<file path="src/rtl/sync_fifo_pkg.sv">
// ---------------------------------------------------------------------------
// sync_fifo_pkg : shared widths, default thresholds and helpers for sync_fifo_flagged
// Revision 1.0
// ---------------------------------------------------------------------------
`default_nettype none

package sync_fifo_pkg;

  localparam int DEF_DEPTH     = 16;
  localparam int DEF_AF_MARGIN = 4;
  localparam int DEF_AE_THRESH = 2;

  // Pointer width for a given depth; never narrower than one bit.
  function automatic int addr_w(input int depth);
    return (depth > 1) ? $clog2(depth) : 1;
  endfunction

  localparam int LEVEL_W = $clog2(DEF_DEPTH) + 1;

  typedef logic [LEVEL_W-1:0] level_t;

endpackage

`default_nettype wire

</file>
<file path="src/rtl/sync_fifo_ram.sv">
// ---------------------------------------------------------------------------
// sync_fifo_ram : WIDTH x DEPTH simple dual-port array (macro SYNC_FIFO_FWFT_EN)
// Revision 1.0
// ---------------------------------------------------------------------------
`default_nettype none

module sync_fifo_ram
  import sync_fifo_pkg::*;
#(
  parameter int WIDTH = 8,
  parameter int DEPTH = DEF_DEPTH,
  parameter int AW    = addr_w(DEPTH)
) (
  input  logic             clk,
  input  logic             rst,
  input  logic             we,
  input  logic [AW-1:0]    waddr,
  input  logic [WIDTH-1:0] wdata,
  input  logic             re,
  input  logic [AW-1:0]    raddr,
  output logic [WIDTH-1:0] rdata
);

  logic [WIDTH-1:0] mem [DEPTH];

  always_ff @(posedge clk) begin
    if (we) begin
      mem[waddr] <= wdata;
    end
  end

`ifdef SYNC_FIFO_FWFT_EN
  // Head word is presented combinationally; the top keeps the stale copy.
  logic unused_ok;
  assign unused_ok = ^{rst, re};
  assign rdata     = mem[raddr];
`else
  always_ff @(posedge clk) begin
    if (rst) begin
      rdata <= '0;
    end else if (re) begin
      rdata <= mem[raddr];
    end
  end
`endif

endmodule

`default_nettype wire

</file>
<file path="src/rtl/sync_fifo_flagged.sv">
// ---------------------------------------------------------------------------
// sync_fifo_flagged : single-clock FIFO with level, threshold and sticky error flags
// Optional first-word-fall-through read via macro SYNC_FIFO_FWFT_EN.  Revision 1.0
// ---------------------------------------------------------------------------
`default_nettype none

module sync_fifo_flagged
  import sync_fifo_pkg::*;
#(
  parameter int WIDTH     = 8,
  parameter int DEPTH     = DEF_DEPTH,
  parameter int AF_THRESH = DEPTH - DEF_AF_MARGIN,
  parameter int AE_THRESH = DEF_AE_THRESH
) (
  input  logic                   clk,
  input  logic                   rst,
  input  logic                   w_en,
  input  logic [WIDTH-1:0]       w_data,
  input  logic                   r_en,
  output logic [WIDTH-1:0]       r_data,
  input  logic                   clear_err,
  output logic                   full,
  output logic                   empty,
  output logic                   almost_full,
  output logic                   almost_empty,
  output logic [$clog2(DEPTH):0] level,
  output logic                   overflow,
  output logic                   underflow
);

  localparam int AW = addr_w(DEPTH);
  localparam int LW = $clog2(DEPTH) + 1;

  localparam logic [LW-1:0] FULL_LVL = LW'(DEPTH);
  localparam logic [LW-1:0] AF_LVL   = LW'(AF_THRESH);
  localparam logic [LW-1:0] AE_LVL   = LW'(AE_THRESH);

  if ((DEPTH < 4) || ((DEPTH & (DEPTH - 1)) != 0)) begin : g_chk_depth
    $error("sync_fifo_flagged: DEPTH must be a power of two and >= 4");
  end
  if ((AE_THRESH < 0) || (AE_THRESH >= AF_THRESH) || (AF_THRESH > DEPTH)) begin : g_chk_thresh
    $error("sync_fifo_flagged: need 0 <= AE_THRESH < AF_THRESH <= DEPTH");
  end
  if (WIDTH < 1) begin : g_chk_width
    $error("sync_fifo_flagged: WIDTH must be >= 1");
  end

  logic [AW-1:0]    wptr;
  logic [AW-1:0]    rptr;
  logic [LW-1:0]    count;
  logic             wr_acc;
  logic             rd_acc;
  logic [WIDTH-1:0] ram_rdata;

  assign full         = (count == FULL_LVL);
  assign empty        = (count == '0);
  assign almost_full  = (count >= AF_LVL);
  assign almost_empty = (count <= AE_LVL);
  assign level        = count;

  // Requests coinciding with reset are dropped, including the memory write.
  assign wr_acc = w_en && !full && !rst;
  assign rd_acc = r_en && !empty && !rst;

  always_ff @(posedge clk) begin
    if (rst) begin
      wptr  <= '0;
      rptr  <= '0;
      count <= '0;
    end else begin
      if (wr_acc) wptr <= wptr + 1'b1;
      if (rd_acc) rptr <= rptr + 1'b1;
      case ({wr_acc, rd_acc})
        2'b10:   count <= count + 1'b1;
        2'b01:   count <= count - 1'b1;
        default: count <= count;
      endcase
    end
  end

  // A new error in the same cycle as clear_err leaves the flag set.
  always_ff @(posedge clk) begin
    if (rst) begin
      overflow  <= 1'b0;
      underflow <= 1'b0;
    end else begin
      if (w_en && full)   overflow <= 1'b1;
      else if (clear_err) overflow <= 1'b0;
      if (r_en && empty)  underflow <= 1'b1;
      else if (clear_err) underflow <= 1'b0;
    end
  end

  sync_fifo_ram #(
    .WIDTH (WIDTH),
    .DEPTH (DEPTH),
    .AW    (AW)
  ) u_ram (
    .clk   (clk),
    .rst   (rst),
    .we    (wr_acc),
    .waddr (wptr),
    .wdata (w_data),
    .re    (rd_acc),
    .raddr (rptr),
    .rdata (ram_rdata)
  );

`ifdef SYNC_FIFO_FWFT_EN
  // Keeps the last popped word so r_data is stale rather than garbage when empty.
  logic [WIDTH-1:0] hold;

  always_ff @(posedge clk) begin
    if (rst) begin
      hold <= '0;
    end else if (rd_acc) begin
      hold <= ram_rdata;
    end
  end

  assign r_data = empty ? hold : ram_rdata;
`else
  assign r_data = ram_rdata;
`endif

endmodule

`default_nettype wire

</file>
<file path="config.mk">
export PLATFORM = sky130hd
export DESIGN_NAME = sync_fifo_flagged
export DESIGN_NICKNAME = d
export VERILOG_FILES = /design/src/rtl/sync_fifo_pkg.sv /design/src/rtl/sync_fifo_ram.sv /design/src/rtl/sync_fifo_flagged.sv
export SDC_FILE = /design/constraint.sdc
export NUM_CORES = 1
export LEC_CHECK = 0
export CORE_ASPECT_RATIO = 1.4
export CORE_MARGIN = 1.5
export CORE_UTILIZATION = 45
export DETAILED_ROUTE_END_ITERATION = 10
export SLEW_MARGIN = 10
export SYNTH_ARGS = -nofsm -noshare
export SYNTH_HDL_FRONTEND = slang
export SYNTH_SLANG_ARGS = --single-unit
</file>
<file path="constraint.sdc">
create_clock -name clk -period 4.17 [get_ports clk]
set_input_delay 0.834 -clock clk [delete_from_list [all_inputs] [get_ports clk]]
set_output_delay 0.834 -clock clk [all_outputs]
set_load 0.05 [all_outputs]
</file>
==> impl_summary.md, run 1 <==
Setup path
The startpoint identified for the worst register-to-register timing path is level[0]. The startpoint class of the critical path is a flip-flop. For flop-to-flop paths, the worst setup slack is 0.87 ns. In this run the critical register-to-register path is captured at level[4]. The data required time at the worst endpoint is 3.34 ns. Data arrives at the worst endpoint at 2.55 ns. The worst setup path is captured at a primary output. Counting cells, the worst reg-to-reg path comes to 9. Of all nets on the critical path, the largest fanout is 7.

By startpoint and endpoint, the worst setup path is classified as reg -> out.

Run status
The flow ran to the end, and the final reports show no timing, DRC or antenna violations.

Global routing
The first global-routing pass estimated 18900 um of wire. The total congestion overflow is 0. The number of global-route vias before repair is 3382. The overall fraction of global-route tracks in use is 18.7%.

The number of antenna violations at the first check in global routing is 0. Entering global routing, the biggest net connects 36 pins.

Synth
For this run, the number of Yosys warnings is 0. After synthesis, the netlist uses 42 different library cells. The compound-gate portion of the synthesized area is 6.34%.

Of the post-synthesis cell area, the part taken by muxes is 11.9%. The sequential element share of the synthesized area is 70.8%. The net count after synthesis is 401. The register bit total from synthesis is 151. By area, the combinational part of the netlist is dominated by multiplexers. Of the total synthesized cell area, the portion taken by full adders, half adders and majority gates is 2.18%.

The synthesized instance count is 378. The average cell area after synthesis is 16.1 um2. The combined area of all synthesized cells is 6080 um2. The synthesized netlist devotes 1.30% of its cell area to XOR and XNOR gates. Of the total synthesized cell area, the portion taken by AND, OR, NAND and NOR gates is 5.31%.

Layout
The core utilization of the finished layout is 54.2%. The fraction of layout instances using a drive strength above 1 is 14.2%. The count of inserted antenna diode cells is 0. The net count of the finished layout is 440. Once layout is done, the placed cells without fillers occupy 7190 um2.

The area growth from synthesis to layout is 18.3%.

Die
Measured along the x axis, the die boundary spans 101 um. In this run the core area contains 50 standard-cell rows. The starting utilization of the core area is 45.8%. The height of the chip is 141 um. The boundary pin count is 32. The die outline area is 14200 um2. The floorplan step defined a core boundary enclosing 13300 um2.

Route
The first routing iteration left 186 violations. The routed via count is 3271. Dividing the detail-routed via count by the number of cells gives 5.34. The mean routed wirelength per cell is 20.4 um.

Summed over all layers, the routed wires come to 12500 um. The first TritonRoute pass finished after 4 iterations. Once detail routing completed, the nets flagged for antenna violations numbered 0. The total DRC errors in the routed layout is 0.

Power and ir drop
IR analysis of the VDD net gives a maximum drop of 0.248 mV. In this run the power density over the cells is 513 nW/um2. For this design the static power due to leakage is 2.30 nW.

CTS
The total clock buffers created by CTS is 17. The longest clock path from root to sink contains 2 buffers. For this design, the CTS-stage hold fixing added 0 buffers. The root buffer cell is clkbuf_16. The number of cells upsized or downsized after cts is 0. Buffers added to address setup during post-CTS repair amount to 0. The number of clock sinks is 151.

For the worst-skew pair, the clock arrives at the later sink with an insertion delay of 0.42 ns. The H-tree was split into 4 levels. The clock tree from TritonCTS is yes. Clock-pin slew was measured on the worst setup and hold paths at 0.06 ns.

Worst hold path
The worst hold path begins at overflow. The worst hold path terminates at overflow. Along the worst hold path, the cell count comes to 2. The worst hold path belongs to the class reg -> reg.

Timing
The shortest period the worst path allows is 3.38 ns. The sum of negative setup slack is 0 ns. The timing-limited maximum frequency is 0.296 GHz.

Setup violations remaining at the end of the flow were counted as 0. Setup repair after global routing left no endpoint under its margin. For the final database, setup skew stands at 0.00835 ns. At the pin with the least slew margin, the transition time is 1.11 ns. The worst max-slew margin expressed relative to the limit is 25.8%. The final clock period utilization by the worst path is 81.1%. The number of hold violations in the final report is 0. The final max-slew violation count was 0.

Place
The HPWL after detailed placement is 8580 um. The placer congestion estimate is 0.839. The post-detailed-placement cell area is 6580 um2.

The number of buffers inserted by port buffering is 31.

Flow run
Max-cap violations in this run came to 0.
report_power, final:
part | internal [mW] | switching (mW) | total [mW]
logic | 0.148 | 0.264 | 0.413
registers | 1.67 | 0.0405 | 1.71
clock network | 0.964 | 0.598 | 1.56
cell usage after synthesis, drive strengths merged:
cell	count	area, um2
fa	1	20.0
a21oi	13	65.1
xnor2	4	35.0
mux2	1	11.3
o211ai	2	15.0
nand2	8	30.0
o22ai	16	100
nor3	7	35.0
ha	9	113
o21ai	9	56.3
and3	1	6.26
or3b	2	17.5
nand2b	2	12.5
clkbuf	9	35.0
mux2i	35	350
nand3b	1	7.51
dfxtp	23	460
a211oi	2	15.0
buf	11	72.6
nor2b	3	18.8
edfxtp	128	3840
a21o	2	15.0
o31ai	1	7.51
nor2	36	135
nor4	1	6.26
nand3	8	40.0
a31oi	5	31.3
a21boi	1	7.51
mux4	16	360
or4	1	7.51
or3	1	6.26
a22oi	5	37.5
o2111ai	1	26.3
inv	7	26.3
a2111oi	1	8.76
xor2	5	43.8
kinds of logic after synthesis:
kind of cell               after synthesis
adders and majority gates               10
buffers and inverters                   27
muxes                                   52
AOI/OAI and AO/OA                       58
and+or+nand+nor                         71
xor gates and xnor gates                 9
DFF                                    151
layout make-up:
type / count / area [um2]
multi-input cells: 200 / 1640
clock inverters: 13 / 171
fillers: 1099 / 6070
flip-flops and latches: 151 / 4310
repair buffers: 40 / 378
clock buffers: 19 / 443
inverters: 7 / 26.3
well taps: 182 / 228
through the flow:
step | total power, mW | instances | setup WS [ns] | hold WS [ns]
CTS | 3.71 | 612 | 0.747 | 0.548
floorplan | 2.01 | 378 | 0.223 | 0.533
finish | 3.69 | 612 | 0.786 | 0.545
global placement | 2.16 | 580 | 0.606 | 0.524
global route | 3.80 | 612 | 0.661 | 0.573
detailed placement | 2.16 | 580 | 0.576 | 0.535
flip-flops by register name, summed over array words and instances, names as in the netlist:
register,count
level,5
rptr,4
underflow,1
u_ram.rdata,8
overflow,1
u_ram.mem,128
wptr,4
cells in the final DEF, fill, tap and decap left out, drive strengths merged, types with 8 or more instances in the layout:
| master | instances |
|---|---|
| edfxtp | 128 |
| mux2i | 35 |
| nand2 | 8 |
| inv | 10 |
| dfxtp | 23 |
| o21ai | 9 |
| clkdlybuf4s50 | 31 |
| a21oi | 13 |
| o22ai | 16 |
| ha | 9 |
| mux4 | 16 |
| nor2 | 36 |
| clkbuf | 19 |
| nand3 | 8 |
| buf | 9 |
worst max-delay path, stage by stage (launching register included):
cell and delay, ns:
dfxtp_1 0.39, or4_1 0.73, nor2_1 0.19, clkdlybuf4s50_1 0.82
layer usage:
layer  global-route usage, %  wire, um  part of all wire [%]
met1                    22.1      5090                    41
met2                    33.1      6720                    54
met5                       0         0                     0
met3                    3.99       396                   3.2
met4                    7.24       261                   2.1
worst max path at each step:
stage | depth (start not counted) | slack (ns) | start | endpoint
2_1_floorplan | 2 | 0.22 | level[4] | almost_empty
3_3_place_gp | 10 | 0.61 | w_en | level[4]
3_5_place_dp | 10 | 0.58 | w_en | level[4]
4_1_cts | 3 | 0.75 | level[0] | full
5_1_grt | 3 | 0.66 | level[0] | full
6_report | 3 | 0.79 | level[0] | full
(Power assumes the default switching activity.)
==> inputs of run 2 (changes only) <==
==> constraint.sdc (replaced) <==
create_clock -name clk -period 3.25 [get_ports clk]
set_input_delay 0.65 -clock clk [delete_from_list [all_inputs] [get_ports clk]]
set_output_delay 0.65 -clock clk [all_outputs]
set_load 0.05 [all_outputs]
==> run 2 against run 1 <==
Against the previous run:
- flip-flop and latch count unchanged
- global-route usage is 0.71 points higher
- highest routed layer unchanged
- register-to-register slack lost 0.67 ns
- sequential power rose by 28%
- die area stayed put
==> impl_summary.md, run 2 (same netlist as run 1, synthesis figures left out) <==
Run status
The flow ran to the end, and the final reports show no timing, DRC or antenna violations.

Die
The boundary pin count is 32 (unchanged). The number of core rows is 50 (unchanged). The die outline area is 14200 um2 (unchanged). The height of the chip is 141 um (unchanged). The x dimension of the die was 101 um (unchanged). The starting utilization of the core area came to 45.8% (unchanged). The placeable core region was 13300 um2 (unchanged).

CTS
The number of buffers on the longest clock path is 2 (unchanged). The number of clock sinks is 151 (unchanged). The insertion delay of the later-clocked pin in the worst-skew pair is 0.42 ns (about the same). The number of hold buffers added after cts is 0 (unchanged). The post-CTS repair timing setup buffer count came to 0 (unchanged).

The clock slew at the register clock pins of the worst setup and hold paths was 0.07 ns (about the same). The H-tree depth reported by CTS was 4 (unchanged). The number of cells upsized or downsized after cts came to 0 (unchanged).

The root buffer cell chosen for the clock tree is clkbuf_16. The clock tree from TritonCTS is yes. The total clock buffers created by CTS was 17 (unchanged).

Timing
The post-layout worst setup margin is 0.0667 ns (-0.720 ns). The sum of negative setup slack came to 0 ns (unchanged). The worst max-slew margin expressed relative to the limit came to 49.1% (+23 points). The clock skew came to 0.00931 ns (+0.000961 ns).

The number of hold violations in the final report is 0 (unchanged). The final max-slew violation count is 0 (unchanged). The timing-limited maximum frequency is 0.314 GHz.

Counting I/O delays and the setup requirement, the final critical path takes 3.18 ns. The pin slew with the least headroom to its limit is 0.762 ns (-0.350 ns). The final setup violation count is 0 (unchanged). Setup repair after global routing left no endpoint under its margin. The worst hold-check slack is 0.513 ns (-0.0320 ns). The final clock period utilization by the worst path is 97.9%.

Setup path
The worst setup path startpoint is level[0]. The arrival time at the worst endpoint is 2.53 ns (-0.02 ns). The worst setup path is captured at a primary output. The maximum fanout along the worst path is 5 (-2). The category of the most critical setup path is reg -> out. The data required time at the worst endpoint was 2.60 ns (-0.74 ns). The register-to-register setup slack is 0.20 ns (-0.67 ns).

The startpoint class of the critical path is a flip-flop. The startpoint of the worst register-to-register path is level[0].

Route
The uppermost layer routed is met4. The routed wire length is 12600 um (+1.4%). The number of vias per cell after detailed routing is 5.30 (-0.78%).

The total DRC errors in the routed layout is 0 (unchanged). The total routed wire length on the met1 layer came to 4930 um (-3.0%). The mean routed wirelength per cell is 19.9 um (-2.1%). The detailed route wirelength on metal2 is 6770 um (+0.74%). The number of nets with antenna violations after detailed routing is 0 (unchanged).

The initial DRC count was 252 (+35%). The number of iterations in the first detailed-routing pass is 5 (+1). The routed via count came to 3362 (+2.8%). The length of routed met3 wiring is 563 um (+42%).

Place
The placed cell count was 602 (+3.8%). The final HPWL from detailed placement is 8820 um (+2.9%). The placer congestion estimate is 0.794 (-5.3%). The number of buffers inserted by port buffering is 31 (unchanged). The post-placement worst setup slack is 0.0256 ns (-0.550 ns). The post-detailed-placement cell area is 6750 um2 (+2.5%).

Layout
The filler-free cell count of the finished design is 634 (+3.6%). The fraction of layout instances using a drive strength above 1 is 18.4% (+4.2 points). The design area came to 7290 um2 (+1.3%). Leaving out fill and tap cells, the most frequent cells in the layout are edfxtp_1 (128), nor2_1 (36), mux2i_1 (35). The flip-flop count of the largest register, all copies and words added was 128 (unchanged). The count of inserted antenna diode cells is 0 (unchanged). The library cell used most frequently in the layout, excluding fill and tap cells, is edfxtp_1. The register with the most flip-flops is u_ram.mem. The layout net count is 462 (+5.0%). The area growth from synthesis to layout is 19.9%.

Global routing
The total congestion overflow is 0 (unchanged). The number of antenna violations at the first check in global routing is 0 (unchanged). The first-pass GRT wire length came to 19500 um (+3.7%). The overall fraction of global-route tracks in use is 19.4% (+0.71 points). The pin count of the biggest net entering global routing is 28 (-22%).

The number of global-route vias before repair is 3574 (+5.7%).

Power and ir drop
The part of the total power dissipated in combinational logic is 12.5% (+1.3 points). The design internal power was 3.35 mW (+20%). The power density normalized to cell area came to 624 nW/um2 (+22%). The reported net switching power is 1.19 mW (+32%). The maximum resistive drop on vdd is 0.301 mV (+22%). The sequential cell fraction of total power came to 48.2% (+1.7 points).

The clock network fraction of total power is 39.3% (-3.0 points). The net switching fraction of the power came to 26.3% (+1.8 points). The leakage power figure came to 2.40 nW (+4.1%).

Flow run
The number of maximum-capacitance violations is 0 (unchanged).

Worst hold path
The launch point of the worst hold path is overflow. The worst hold-check path type is reg -> reg.
## run 2: power groups by stage
stage | Sequential, mW | Combinational [mW] | Clock (mW)
CTS | 2.19 | 0.575 | 1.81
finish | 2.19 | 0.568 | 1.79
global route | 2.20 | 0.612 | 1.91
global placement | 2.23 | 0.566 | 0
floorplan | 2.31 | 0.274 | 0
detailed placement | 2.23 | 0.572 | 0
## run 2: critical path, cell delays in order (launching register included)
cell and delay, ns:
dfxtp_1 0.31, or4_1 0.62, buf_4 0.21, nor2_1 0.15, clkdlybuf4s50_1 0.83
## run 2: final cells by class
| cell class | count | area, um2 |
|---|---|---|
| well taps | 182 | 228 |
| repair buffers | 62 | 543 |
| clock buffers | 18 | 429 |
| clock inverters | 14 | 114 |
| inverters | 7 | 26.3 |
| multi-input cells | 200 | 1640 |
| flip-flops and latches | 151 | 4310 |
| fillers | 1098 | 5970 |
## run 2: path summary, 6_finish.rpt
check / to / cells after the start
max: full / 4
min: overflow / 2
max reg2reg: level[4] / 9
min reg2reg: overflow / 2
## run 2: layer usage
metal / track usage (%) / vias to the layer above
met4: 9.65 / 0
li1: - / 1584
met2: 34.3 / 86
met5: 0 / -
met1: 21.8 / 1669
met3: 4.29 / 23
## run 2: through the flow
step | power, mW | utilization [%]
3_5_place_dp | 2.81 | 50.9
2_1_floorplan | 2.59 | -
5_1_grt | 4.72 | 55.0
4_1_cts | 4.58 | 55.0
3_3_place_gp | 2.80 | 50.9
6_report | 4.55 | 55.0
==> inputs of run 3 (changes only) <==
--- a/config.mk
+++ b/config.mk
@@ -9,6 +9,8 @@
 export CORE_MARGIN = 1.5
 export CORE_UTILIZATION = 45
 export DETAILED_ROUTE_END_ITERATION = 10
+export HOLD_SLACK_MARGIN = 0.1
+export SKIP_LAST_GASP = 1
 export SLEW_MARGIN = 10
 export SYNTH_ARGS = -nofsm -noshare
 export SYNTH_HDL_FRONTEND = slang
==> results of run 3 <==
The final DEF is identical to that of run 2; final timing and power are the same.
